## src/rtl/iter_operand_shifter.sv

```systemverilog
// Bit-serial operand shifter feeding the ALU b operand and the logical-op carry.
// One shift step per clock; a start/done handshake brackets each operation.
module iter_operand_shifter #(
   parameter int WIDTH = 32
) (
   input  logic             clk,
   input  logic             rst_n,
   input  logic             start,
   input  logic [WIDTH-1:0] op_in,
   input  logic [7:0]       shamt,
   input  logic [1:0]       stype,
   input  logic [1:0]       mode,
   input  logic             cin,
   output logic             busy,
   output logic             done,
   output logic [WIDTH-1:0] shifter_out,
   output logic             shifter_cout
);

   localparam int CW = $clog2(WIDTH + 2);
   localparam int AW = $clog2(WIDTH);

   typedef enum logic {
      IDLE,
      SHIFT
   } state_t;

   typedef enum logic [2:0] {
      K_LSL,
      K_LSR,
      K_ASR,
      K_ROR,
      K_RRX
   } kind_t;

   state_t           state_q, state_d;
   kind_t            kind_q, kind_d;
   logic [WIDTH-1:0] r_q, r_d;
   logic             c_q, c_d;
   logic [CW-1:0]    cnt_q, cnt_d;
   logic             done_q, done_d;
   logic [WIDTH-1:0] out_q, out_d;
   logic             cout_q, cout_d;

   kind_t            loadKind;
   logic [WIDTH-1:0] loadR;
   logic             loadC;
   logic [CW-1:0]    loadN;
   kind_t            typeKind;
   logic [AW-1:0]    amtLow;
   logic [WIDTH-1:0] stepR;
   logic             stepC;

   assign amtLow = shamt[AW-1:0];

   always_comb begin
      typeKind = K_LSL;
      unique case (stype)
         2'b00:   typeKind = K_LSL;
         2'b01:   typeKind = K_LSR;
         2'b10:   typeKind = K_ASR;
         default: typeKind = K_ROR;
      endcase
   end

   // Decode the request into a working value, starting carry, step count and step kind.
   // A zero count means the working value/carry are already the final answer.
   always_comb begin
      loadKind = typeKind;
      loadR    = op_in;
      loadC    = cin;
      loadN    = '0;
      unique case (mode)
         2'b00: begin
            if (amtLow != '0) begin
               loadN = CW'(amtLow);
            end else begin
               unique case (stype)
                  2'b00:   loadN = '0;
                  2'b01:   loadN = CW'(WIDTH);
                  2'b10:   loadN = CW'(WIDTH);
                  default: begin
                     loadKind = K_RRX;
                     loadN    = CW'(1);
                  end
               endcase
            end
         end
         2'b01: begin
            if (shamt != 8'd0) begin
               unique case (stype)
                  2'b00, 2'b01: begin
                     loadN = (shamt > 8'(WIDTH + 1)) ? CW'(WIDTH + 1) : CW'(shamt);
                  end
                  2'b10: begin
                     loadN = (shamt > 8'(WIDTH)) ? CW'(WIDTH) : CW'(shamt);
                  end
                  default: begin
                     if (amtLow != '0) begin
                        loadN = CW'(amtLow);
                     end else begin
                        loadC = op_in[WIDTH-1];
                     end
                  end
               endcase
            end
         end
         2'b10: begin
            loadKind = K_ROR;
            loadR    = {{(WIDTH-8){1'b0}}, op_in[7:0]};
            loadN    = CW'({shamt[3:0], 1'b0});
         end
         default: begin
            loadN = '0;
         end
      endcase
   end

   always_comb begin
      stepR = r_q;
      stepC = c_q;
      unique case (kind_q)
         K_LSL: begin
            stepC = r_q[WIDTH-1];
            stepR = {r_q[WIDTH-2:0], 1'b0};
         end
         K_LSR: begin
            stepC = r_q[0];
            stepR = {1'b0, r_q[WIDTH-1:1]};
         end
         K_ASR: begin
            stepC = r_q[0];
            stepR = {r_q[WIDTH-1], r_q[WIDTH-1:1]};
         end
         K_ROR: begin
            stepC = r_q[0];
            stepR = {r_q[0], r_q[WIDTH-1:1]};
         end
         K_RRX: begin
            stepC = r_q[0];
            stepR = {c_q, r_q[WIDTH-1:1]};
         end
         default: begin
            stepR = r_q;
            stepC = c_q;
         end
      endcase
   end

   // Outputs are copied only when the count is exhausted, so they stay stable
   // through the next operation until its own done.
   always_comb begin
      state_d = state_q;
      kind_d  = kind_q;
      r_d     = r_q;
      c_d     = c_q;
      cnt_d   = cnt_q;
      done_d  = 1'b0;
      out_d   = out_q;
      cout_d  = cout_q;
      unique case (state_q)
         IDLE: begin
            if (start) begin
               state_d = SHIFT;
               kind_d  = loadKind;
               r_d     = loadR;
               c_d     = loadC;
               cnt_d   = loadN;
            end
         end
         SHIFT: begin
            if (cnt_q == '0) begin
               state_d = IDLE;
               done_d  = 1'b1;
               out_d   = r_q;
               cout_d  = c_q;
            end else begin
               r_d   = stepR;
               c_d   = stepC;
               cnt_d = cnt_q - CW'(1);
            end
         end
         default: begin
            state_d = IDLE;
         end
      endcase
   end

   always_ff @(posedge clk or negedge rst_n) begin
      if (!rst_n) begin
         state_q <= IDLE;
         kind_q  <= K_LSL;
         r_q     <= '0;
         c_q     <= 1'b0;
         cnt_q   <= '0;
         done_q  <= 1'b0;
         out_q   <= '0;
         cout_q  <= 1'b0;
      end else begin
         state_q <= state_d;
         kind_q  <= kind_d;
         r_q     <= r_d;
         c_q     <= c_d;
         cnt_q   <= cnt_d;
         done_q  <= done_d;
         out_q   <= out_d;
         cout_q  <= cout_d;
      end
   end

   assign busy         = (state_q == SHIFT);
   assign done         = done_q;
   assign shifter_out  = out_q;
   assign shifter_cout = cout_q;

endmodule
```

## config.mk

```make
export PLATFORM = sky130hd
export DESIGN_NAME = iter_operand_shifter
export DESIGN_NICKNAME = d
export VERILOG_FILES = /design/src/rtl/iter_operand_shifter.sv
export SDC_FILE = /design/constraint.sdc
export NUM_CORES = 1
export LEC_CHECK = 0
export ABC_AREA = 0
export CAP_MARGIN = 40
export CORE_MARGIN = 2
export CORE_UTILIZATION = 40
export CTS_CLUSTER_SIZE = 28
export DETAILED_ROUTE_END_ITERATION = 10
export HOLD_SLACK_MARGIN = 0.05
export PLACE_DENSITY = 0.73
export SETUP_SLACK_MARGIN = 0.1
export SLEW_MARGIN = 20
export SYNTH_ARGS = -nofsm -noshare
export SYNTH_HDL_FRONTEND = slang
export SYNTH_SLANG_ARGS = --single-unit
```

## constraint.sdc

```tcl
create_clock -name clk -period 5.2 [get_ports clk]
set_clock_uncertainty 0.15 [all_clocks]
set_input_delay 0.78 -clock clk [delete_from_list [all_inputs] [get_ports clk]]
set_output_delay 0.78 -clock clk [all_outputs]
set_load 0.05 [all_outputs]
```

; Yosys cells after proc, flatten, opt, wreduce, memory -nomap -nowiden
; Index checks and enable logic that the tools add are counted.
; W data, S select, Z words.
[op_classes]
bitwise_logic = 1
n_addsub = 1
reduce_logical = 16
n_eq_ne = 14
n_mux = 33
magnitude_cmp = 2
[op_table]
columns = cell, count
row1 = $pmux W32 S5, 1
row2 = $mux W32, 3
row3 = $pmux W32 S2, 1
row4 = $mux W6, 6
row5 = $pmux W6 S2, 3
row6 = $pmux W6 S3, 1
row7 = $gt A8 B6 Y1 const B, 2
row8 = $mux W1, 10
row9 = $reduce_bool A8 Y1, 1
row10 = $eq A3 B2 Y1 const B, 2
row11 = $logic_not A6 Y1, 1
row12 = $mux W3, 2
row13 = $ne A2 B2 Y1 const B, 3
row14 = $ne A6 B1 Y1 const B, 1
row15 = $pmux W1 S2, 3
row16 = $pmux W2 S3, 1
row17 = $pmux W3 S2, 1
row18 = $reduce_and A2 Y1, 3
row19 = $reduce_and A3 Y1, 2
row20 = $sub A6 B1 Y6 const B, 1
row21 = $mux W5, 1
row22 = $ne A5 B1 Y1 const B, 1
row23 = $reduce_bool A5 Y1, 1
row24 = $eq A2 B1 Y1 const B, 2
row25 = 11 further kinds, 14
[word_totals]
output_inout_bits = 35
wordCells = 76
inputBits = 48
register_bits = 77

; Longest topological paths before layout
[logic_depth]
ltp_word = 7
mapped_depth = 8
mapped_depth_nobuf = 6

; Worst setup path before layout
; Ideal clock, no wire load.
[synth_timing]
path_kind = input port to flip-flop
start = input stype[1]
end = register cnt_q[4]
setup_time_ns = 0.126
cell_stages = 6
required_time_ns = 4.924
arrival_time_ns = 2.036
path_slack_ns = 2.888
n_path_buf = 0
path_cell_list = inv_1 > ha_1 > or3_1 > a21oi_1 > a211oi_1 > o32a_1
[synth_via]
elab_chain_len = 7
word_cells_on_any_way = 9
classes_between = eq/ne: 2 / mux: 5 / reduce/logical: 2
[synth_lines]
columns = element, line
row1 = "start, declared", 11  ; input logic [1:0] stype,
row2 = $eq A2 B1 Y1 / $logic_not A2 Y1 (equally long branches), 91  ; unique case (stype)
row3 = $reduce_or A2 Y1, 91
row4 = $pmux W6 S2 *, 91
row5 = $mux W6 *, 90  ; if (shamt != 8'd0) begin
row6 = $pmux W6 S3 *, 73  ; unique case (mode)
row7 = $mux W6 *, 163  ; if (start) begin
row8 = $pmux W6 S2 *, 161  ; unique case (state_q)
row9 = "end signal, assigned", 204  ; cnt_q <= cnt_d;
row10 = "end, declared", 40  ; logic [CW-1:0] cnt_q, cnt_d;
; Every way passes the cells marked *; elsewhere a longest branch is shown, timed or not. The select of a mux whose other input is x is not followed.
; A chain may end at the register's enable or synchronous reset.

; Worst setup path after layout
[layout_timing]
start = register state_q (netlist: busy)
end = output busy
[layout_lines]
columns = element, line
row1 = "start, declared", 36  ; state_t state_q, state_d;
row2 = "start signal, assigned", 200  ; state_q <= state_d;
row3 = "end, declared", 14  ; output logic busy,
; No word-level cell between the ends.

==> out/qor.txt <==
First-pass iteration count of the detailed router - 4
Post-Syn Area per Cell - 8.18 µm²
Hold buffer count at cts - 0
Post_cts resized - 0
Largest net degree at the start of global routing - 45
Core area - 10700 µm²
Final Max Tran Viols - 0
Vias in the first global route - 3842
VDD IR max - 0.000272 V
CP delay by family, top - buffers and inverters
Critical Path Source Type - flip-flop
Initial antenna violation count - 0
Synth area leader - dfrtp_1
Antenna Cells - 0
Seq/Total Area, Yosys - 0.442
Async S/R FF share, synth - 1.00
Synth Flop Type - dfrtp_1
Netlist Area Pre-Place - 4360 µm²
Critical-path cell list - clkdlybuf4s50_1
Crit Path Max Fanout - 17
Mapped Nets - 589
I/O pin count - 83
Routed len/inst - 14.9 µm
RSZ-0062 raised after global routing - false
CP Data Required Time - 4.27 ns
Ratio of cells with drive above 1 in the final layout - 0.0567
Slowest stage cell, crit path - clkdlybuf4s50_1
Final ANT Viol Nets - 0
Met2 global-route usage - 0.310
Area grow syn2layout - 26.3%
Critical path arrival - 1.92 ns
Tcrit/Tclk final - 0.548
Maxcap violations - 0
Total grt overflow - 0
Achievable Freq - 0.351 GHz
Yosys warns - 0
Via/cell ratio - 5.43
Layer with the highest usage - met2
Clock Tree Buf Depth - 2
Path type of the worst setup path - flip-flop to primary output
Fin. Hold Viols - 0
Global-route wire length before repair - 18400 µm
Post-synth EDFFs - 0
Starting DRT DRC Count - 272
Setup TNS - 0 ns
FF+latch count, synth - 77
Clock latency on the worst-skew pair - 0.36 ns
Drt drc - 0
CP endpoint kind - primary output
Tmin final - 2.85 ns
Total CTS buffers - 9
Hold Slack - 0.215 ns
Clk slew on worst S/H paths - 0.08 ns
TritonCTS clock tree - built
P per Cell Area - 600 nW/µm²
Worst-Margin Slew - 0.822 ns
Die X - 108 µm
Placed cell area - 5280 µm²
Site Rows - 38
HP Class - primary input to async pin
Yosys top cell area share - 0.442
Outcome - finished, final reports clean
GRT Resource Usage Total - 0.197
Setup repair bufs after CTS - 0
Die height - 108 µm
Routed Wire Length - 11000 µm
Final weighted congestion in routability-driven placement - 0.874
Initial Util - 0.406
Grt met3 use - 0.0524
Die area - 11700 µm²
Final #Nets - 651
GR Layer Usage met1 - 0.263
LEAKAGE - 2.44 nW
Ranking of synthesized cells by area - dfrtp_1 44%, nand2_1 9.5%, a21oi_1 6.1%
Post-route cell area - 5510 µm²
Post-Syn Instances - 533
Root Driver - clkbuf_8
Synth cell types - 49
Slew Limit Headroom - 0.452
Max stage delay on crit path - 0.90 ns
# setup viols final - 0
Vias - 4018
Dpl hpwl - 7510 µm
Buffers plus inverters on the worst setup path - 1
Htree depth - 3
Sink Count - 77
# port buffers - 82
## cell usage after synthesis (all sizes together), types with 3 or more instances
cell type / instances
or3: 3
nor3: 4
nor2b: 6
mux2i: 5
and3: 30
buf: 13
a31oi: 6
inv: 9
nand2: 110
a211oi: 3
a2111oi: 3
o21ai: 58
nor4: 3
ha: 8
a21oi: 53
nand3: 13
or4: 5
nor2: 41
a311oi: 3
clkbuf: 27
nand2b: 6
dfrtp: 77
a21boi: 25
## logic make-up after synthesis
kind of cell               count (synthesis)  synth area share
AOI/OAI and AO/OA                        168             0.233
xor gates and xnor gates                   1           0.00201
adders and majority gates                  8            0.0230
buffers and inverters                     49            0.0476
DFF                                       77             0.442
muxes                                      5            0.0115
and+or+nand+nor                          225             0.241
## placed cells by master, fill, tap and decap left out, types with 2 or more instances in the layout
cell,count
nand2_1,110
clkdlybuf4s50_1,81
dfrtp_1,77
a21oi_1,53
o21ai_0,44
nor2_1,41
and3_1,30
a21boi_0,25
nand3_1,13
o21ai_1,13
clkbuf_8,10
inv_1,8
ha_1,8
buf_4,8
nor2b_1,6
nand2b_1,6
a31oi_1,6
mux2i_1,5
or4_1,4
or3_1,3
a211oi_1,3
a2111oi_0,3
nor3_2,2
nor4_1,2
a311oi_1,2
o31ai_1,2
o21a_1,2
o32ai_1,2
a311o_1,2
nand3b_1,2
nor3_1,2
bufinv_16,2
clkinv_2,2
## per-layer routing
layer,up-vias,share of wire
met5,-,0
met1,1883,0.45
met3,16,0.068
met4,0,0.017
li1,1986,-
met2,133,0.47
## worst paths after layout
check                                    start         endpoint  slack (ns)  cells after the start
worst min register to register  shifter_out[8]   shifter_out[8]        0.32                      2
min in group clk                shifter_out[8]   shifter_out[8]        0.32                      2
worst min-delay path                     rst_n  shifter_out[10]        0.21                      1
worst max-delay path                      busy             busy        2.35                      1
max in group asynchronous                rst_n  shifter_out[30]        4.11                      2
worst max register to register            busy          r_q[10]        2.65                      6
## cell type report
type | count | area, µm²
inverter | 9 | 33.8
tap | 140 | 175
sequential | 77 | 1930
clock buffer | 10 | 138
clock inverter | 6 | 86.3
multi-input combinational | 407 | 2240
fill | 1028 | 5240
timing repair buffer | 91 | 910
## metrics by stage
stage                     setup WS, ns  cells  power [mW]   util
after floorplan                   2.89    533        2.32      -
after global placement            1.96    722        2.76  0.488
after detailed placement          2.00    724        2.81  0.492
after CTS                         2.32    740        3.33  0.512
after global routing              2.24    740        3.57  0.512
final                             2.35    740        3.31  0.512
## power breakdown
part | switching [mW] | internal [mW] | total [mW]
logic | 1.01 | 0.670 | 1.68
registers | 0.247 | 0.874 | 1.12
clock network | 0.226 | 0.282 | 0.508
total | 1.48 | 1.83 | 3.31
## registers in the layout, indices dropped and copies added, names as in the netlist
signal and cells:
r_q 32, shifter_out 32, cnt_q 6, kind_q 3, busy 1, c_q 1
done 1, shifter_cout 1
(Power assumes the default switching activity.)
